$ cat config.mk
export PLATFORM = sky130hd
export DESIGN_NAME = pipe_cla_adder
export DESIGN_NICKNAME = d
export VERILOG_FILES = /design/src/rtl/pipe_cla_adder.sv
export SDC_FILE = /design/constraint.sdc
export NUM_CORES = 1
export LEC_CHECK = 0
export BUFFER_PORTS_ARGS = -buffer_cell sky130_fd_sc_hd__buf_2
export CORE_ASPECT_RATIO = 1.1
export CORE_MARGIN = 2
export CORE_UTILIZATION = 50
export DETAILED_ROUTE_END_ITERATION = 10
export PLACE_DENSITY = 0.7
export SYNTH_ARGS = -nofsm -noshare
export SYNTH_HDL_FRONTEND = slang
export SYNTH_SLANG_ARGS = --single-unit
$ cat constraint.sdc
create_clock -name clk -period 7.1 [get_ports clk]
set_input_delay 1.42 -clock clk [delete_from_list [all_inputs] [get_ports clk]]
set_output_delay 1.42 -clock clk [all_outputs]
set_load 0.005 [all_outputs]
$ cat src/rtl/pipe_cla_adder.sv
// rtl/pipe_cla_adder.sv - pipelined carry-lookahead adder/subtractor with valid/ready flow control

module pipe_cla_adder #(
    parameter int WIDTH      = 32,
    parameter int STAGE_BLKS = 2
) (
    input  logic             clk,
    input  logic             rst,
    input  logic             in_valid,
    output logic             in_ready,
    input  logic [WIDTH-1:0] a,
    input  logic [WIDTH-1:0] b,
    input  logic             cin,
    input  logic             sub,
    output logic             out_valid,
    input  logic             out_ready,
    output logic [WIDTH-1:0] sum,
    output logic             cout,
    output logic             ovf
);

    localparam int SW  = 4 * STAGE_BLKS;
    localparam int LAT = WIDTH / SW;

    // Whole pipe moves together; a stalled output freezes every stage.
    logic adv;

    // 4-bit full lookahead block: returns {c4, s[3:0]}.
    function automatic logic [4:0] cla4(input logic [3:0] x, input logic [3:0] y, input logic c0);
        logic [3:0] g;
        logic [3:0] p;
        logic       c1, c2, c3, c4;
        g  = x & y;
        p  = x ^ y;
        c1 = g[0] | (p[0] & c0);
        c2 = g[1] | (p[1] & g[0]) | (p[1] & p[0] & c0);
        c3 = g[2] | (p[2] & g[1]) | (p[2] & p[1] & g[0]) | (p[2] & p[1] & p[0] & c0);
        c4 = g[3] | (p[3] & g[2]) | (p[3] & p[2] & g[1]) | (p[3] & p[2] & p[1] & g[0])
                  | (p[3] & p[2] & p[1] & p[0] & c0);
        return {c4, p ^ {c3, c2, c1, c0}};
    endfunction

    genvar k;
    generate
        for (k = 0; k < LAT; k++) begin : stg
            // Operand bits still waiting to be summed from this stage upward.
            localparam int WI = WIDTH - k * SW;

            logic                  v_in;
            logic                  c_in;
            logic [WI-1:0]         a_in;
            logic [WI-1:0]         b_in;
            logic [SW-1:0]         slice;
            logic                  c_out;
            logic [(k+1)*SW-1:0]   s_next;
            logic                  v_q;
            logic                  c_q;
            logic [(k+1)*SW-1:0]   s_q;

            if (k == 0) begin : head
                // Subtract is a + ~b + 1; cin only matters for add.
                assign v_in   = in_valid;
                assign c_in   = sub | cin;
                assign a_in   = a;
                assign b_in   = sub ? ~b : b;
                assign s_next = slice;
            end else begin : body
                assign v_in   = stg[k-1].v_q;
                assign c_in   = stg[k-1].c_q;
                assign a_in   = stg[k-1].fwd.a_q;
                assign b_in   = stg[k-1].fwd.b_q;
                assign s_next = {slice, stg[k-1].s_q};
            end

            // Ripple the block carries across this stage's lookahead blocks.
            always_comb begin
                logic       c;
                logic [4:0] r;
                c     = c_in;
                r     = '0;
                slice = '0;
                for (int j = 0; j < STAGE_BLKS; j++) begin
                    r                = cla4(a_in[4*j +: 4], b_in[4*j +: 4], c);
                    slice[4*j +: 4]  = r[3:0];
                    c                = r[4];
                end
                c_out = c;
            end

            // Stage valid, slice carry and the growing deskewed sum.
            always_ff @(posedge clk) begin
                if (rst) begin
                    v_q <= 1'b0;
                end else if (adv) begin
                    v_q <= v_in;
                    c_q <= c_out;
                    s_q <= s_next;
                end
            end

            if (k < LAT - 1) begin : fwd
                logic [WI-SW-1:0] a_q;
                logic [WI-SW-1:0] b_q;
                // Skew the not-yet-summed operand bits to the next stage.
                always_ff @(posedge clk) begin
                    if (adv) begin
                        a_q <= a_in[WI-1:SW];
                        b_q <= b_in[WI-1:SW];
                    end
                end
            end

            if (k == LAT - 1) begin : tail
                logic ovf_q;
                // Carry into the MSB is recovered as s ^ a ^ b at the MSB.
                always_ff @(posedge clk) begin
                    if (rst) begin
                        ovf_q <= 1'b0;
                    end else if (adv) begin
                        ovf_q <= slice[SW-1] ^ a_in[SW-1] ^ b_in[SW-1] ^ c_out;
                    end
                end
            end
        end
    endgenerate

    assign adv       = !out_valid || out_ready;
    assign in_ready  = adv && !rst;
    assign out_valid = stg[LAT-1].v_q;
    assign sum       = stg[LAT-1].s_q & {WIDTH{out_valid}};
    assign cout      = stg[LAT-1].c_q & out_valid;
    assign ovf       = stg[LAT-1].tail.ovf_q & out_valid;

endmodule

-- Yosys cells after proc, flatten, opt, wreduce, memory -nomap -nowiden
Cells that the tools add are included.
Widths: inputs -> output; s select.
- register bits: 185
- bits of input ports: 70
- output and inout port bits: 36
- multiplexer cells: 1
- bitwise gates (word level): 241
- reductions and logical operators: 5
- operator list (cell ; count):
    $and 1x1->1 ; 130
    $or 1x1->1 ; 81
    $xor 4x4->4 ; 16
    $and 32x32->32 ; 1
    $and 4x4->4 ; 8
    $mux 32 ; 1
    $not 32->32 ; 1
    $xor 1x1->1 ; 3
    $logic_not 1->1 ; 2
    $reduce_and 2->1 ; 1
    $logic_and 1x1->1 ; 1
    $logic_or 1x1->1 ; 1
    $not 1->1 ; 1

-- Longest topological paths before layout
- depth in word-level cells: 12
- mapped depth: 10
- depth with buffers taken out: 9

-- Worst setup path after synthesis
No wires, ideal clock.
- path type: input to output
- start point: input out_ready
- end point: output in_ready
- arrival time: 5.098 ns
- data required time: 5.680 ns
- path slack: 0.582 ns
- stages on the path: 2
- path buffers: 0
- path through: nor2b_1 > nor2_1
- longest elaborated chain between the ends: 2
- RTL lines (item ; line ; source):
    start, declared ; 16 ; input logic out_ready,
    $logic_or 1x1->1 ; 127 ; assign adv = !out_valid || out_ready;
    $logic_and 1x1->1 ; 128 ; assign in_ready = adv && !rst;
    end, declared ; 10 ; output logic in_ready,
No other way between the ends.

-- Final worst setup path
Ends and elaborated chain as after synthesis.

==> metrics.cfg <==
[route]
first_iter_violations=193
vias_per_cell=4.83
first_pass_iters=4
wl_mm=10.2
antenna_left=0
vias=3620
drc_errors=0
wl_per_cell_um=13.5

[placed_design]
dpl.hpwl_mm=6.88
dpl.cell_count=718
routabilityCongestion=0.819
port_buffers=105

[logic_synthesis]
synth_nets=535
ys_ff_latch=185
yosys_warnings=0
netlist_top_cells_count=180 x edfxtp_1, 38 x xor2_1, 35 x and2_1
synth_most_common_cell=edfxtp_1
synth_cell_types=40
yosysTopAreaCell=edfxtp_1
yosys-top-cells-area=edfxtp_1 73%, ha_1 5.4%, xor2_1 4.5%
synthFlopType=edfxtp_1
async_flop_share=0
synth_top_area_share=0.734
synth_edf_count=180
syn_area_per_cell_um2=17.3
synthCells=425
synth_seq_area_share=0.748
netlist_area_um2=7360

[grt]
grt-busiest-layer=met2
use_met2=0.241
grt_max_degree=98
gr-usage-met3=0.0360
grt_pass1_vias=3673
grt_use_met1=0.155
grt_usage=0.140
antenna_found_initial=0
grt_remaining_overflow=0
grt_first_pass_wirelength_mm=16.8

[power_and_ir_drop]
comb_power_share=0.090
power_frac_clock=0.359
leakage_nw=3.52
p_per_area_nw_per_um2=289
pwr-share-seq=0.551
ir_drop_v=0.000171
p_sw_frac=0.213
power.internal_w=0.00198
netSwitchingPower_w=0.000536

[clock_network]
clock_latency_ns=0.43
postCtsResizedCells=0
cts_hold_repair.buffers=0
htreeDepth=4
cts_buffers=17
clockBufferDepth=2
cts_root_buffer=clkbuf_16
cts_setup_buffers=0
cts_tree=built
cts.sinks=185
clkTransAtPathRegs_ns=0.06

[floorplan]
die_h_um=131
start_util=0.512
die_w_um=120
fp.coreArea_um2=14400
ioPinCount=106
dieArea_um2=15700
rows=46

[worst_setup_path]
crit_path_end=in_ready
worstPathMaxFanout=47
rr_worst_depth=4
r2r_start=out_valid
crit_start=out_ready
critPathCaptureType=output port
reg2reg_to=stg[2].s_q[7]
crit_type=input port to output port
required_ns=5.68
r2r_slack_ns=4.50
cp_data_arrival_time_ns=2.58
critPathLaunchType=input port

[timing]
rsz0062_at_grt=no
fin_crit_ns=4.00
worst-slew-pin-transition_ns=1.18
max_freq_mhz=250
max-slew-margin-rel=0.213
hold_violations=0
worst_clock_skew_ns=0.0122
fin_setup_tns_ns=0
setup_viol=0
fin_crit_sh=0.563
holdWs_ns=0.409
finalMaxSlewViolations=0

[finish]
stdcell_count=750
fillers=1106
layout-drive-gt1-share=0.263
num-nets-final=655
area_growth_pct=18.3
insertedDiodeCount=0

[flow_run]
cap_violations=0

[worst_hold_path]
hold_depth=0
hold_path.class=flop to flop

[status]
outcome=finished, final reports clean

==> cells in the final DEF (no fill, tap or decap), drive strengths merged <==
| cell | n |
|---|---|
| edfxtp | 180 |
| buf | 108 |
| xor2 | 38 |
| and2 | 35 |
| ha | 32 |
| clkbuf | 19 |
| inv | 17 |
| nand2 | 15 |
| nor2 | 15 |
| xnor2 | 13 |
| a21oi | 9 |
| fa | 8 |
| o21ai | 7 |
| o21a | 6 |
| nand2b | 6 |
| dfxtp | 5 |
| a21o | 5 |
| clkinv | 5 |
| nand3 | 3 |
| nor3 | 3 |
| nor2b | 3 |
| o31a | 3 |
| clkinvlp | 3 |
| o211ai | 2 |
| o31ai | 2 |
| o311a | 2 |
| bufinv | 2 |
| o21ba | 1 |
| a21boi | 1 |
| and2b | 1 |
| o2111ai | 1 |
| a31oi | 1 |
| a211oi | 1 |
| nand4 | 1 |
| or2b | 1 |
| a41oi | 1 |
| or3 | 1 |
| nor3b | 1 |
| a31o | 1 |
==> power by group through the flow <==
stage | clock network [W] | registers (W) | logic (W)
3_3_place_gp | 0 | 0.00140 | 0.000217
6_report | 0.000905 | 0.00139 | 0.000226
5_1_grt | 0.000971 | 0.00140 | 0.000256
4_1_cts | 0.000930 | 0.00139 | 0.000230
3_5_place_dp | 0 | 0.00141 | 0.000228
2_1_floorplan | 0 | 0.00140 | 0.000168
==> registers in the layout, summed over array words and instances (netlist names) <==
| signal | flops |
|---|---|
| stg.s_q | 80 |
| stg.fwd.a_q | 48 |
| stg.fwd.b_q | 48 |
| stg.c_q | 4 |
| stg.v_q | 3 |
| out_valid | 1 |
| stg.tail.ovf_q | 1 |
==> critical path, stage by stage <==
cell,delay [ns]
buf_2,0.10
nor2b_1,0.49
nor2_4,0.03
buf_4,0.32
buf_2,0.21
==> per-stage QoR <==
stage	utilization	cell area [um^2]	total power, W	setup WS (ns)
2_1_floorplan	-	7360	0.00157	0.582
3_3_place_gp	0.565	8130	0.00162	3.01
3_5_place_dp	0.565	8130	0.00164	2.92
4_1_cts	0.605	8710	0.00255	3.05
5_1_grt	0.605	8710	0.00263	2.87
6_report	0.605	8710	0.00252	3.10
==> how the worst min path moves through the flow <==
stage                        from  slack (ns)                  to
2_1_floorplan   stg[0].fwd.a_q[8]        0.40   stg[1].fwd.a_q[0]
3_3_place_gp       stg[1].s_q[14]        0.40      stg[2].s_q[14]
3_5_place_dp   stg[0].fwd.b_q[21]        0.40  stg[1].fwd.b_q[13]
4_1_cts             stg[2].s_q[6]        0.41       stg[3].s_q[6]
5_1_grt             stg[2].s_q[5]        0.42       stg[3].s_q[5]
6_report            stg[2].s_q[6]        0.41       stg[3].s_q[6]
==> final cells by class <==
class | count | area (um^2) | share of cell area
well taps | 192 | 240 | 0.0276
inverters | 14 | 55.1 | 0.00632
clock inverters | 13 | 145 | 0.0167
clock buffers | 19 | 433 | 0.0497
repair buffers | 108 | 548 | 0.0629
multi-input cells | 219 | 1780 | 0.205
flip-flops and latches | 185 | 5510 | 0.632
==> kinds of logic (layout without fill, tap and decap cells) <==
group | count (synthesis) | in the layout | synth area share
and+or+nand+nor | 85 | 85 | 0.0617
adders and majority gates | 40 | 40 | 0.0761
xor gates and xnor gates | 51 | 51 | 0.0607
AOI/OAI and AO/OA | 43 | 43 | 0.0425
buffers and inverters | 21 | 154 | 0.0112
DFF | 185 | 185 | 0.748
==> routing by layer <==
metal | routed length [um] | up-vias
met5 | 0 | -
met4 | 303 | 0
met3 | 392 | 23
met2 | 5470 | 89
met1 | 3980 | 1704
li1 | - | 1804
No activity file was read; power rests on OpenSTA's default activity.
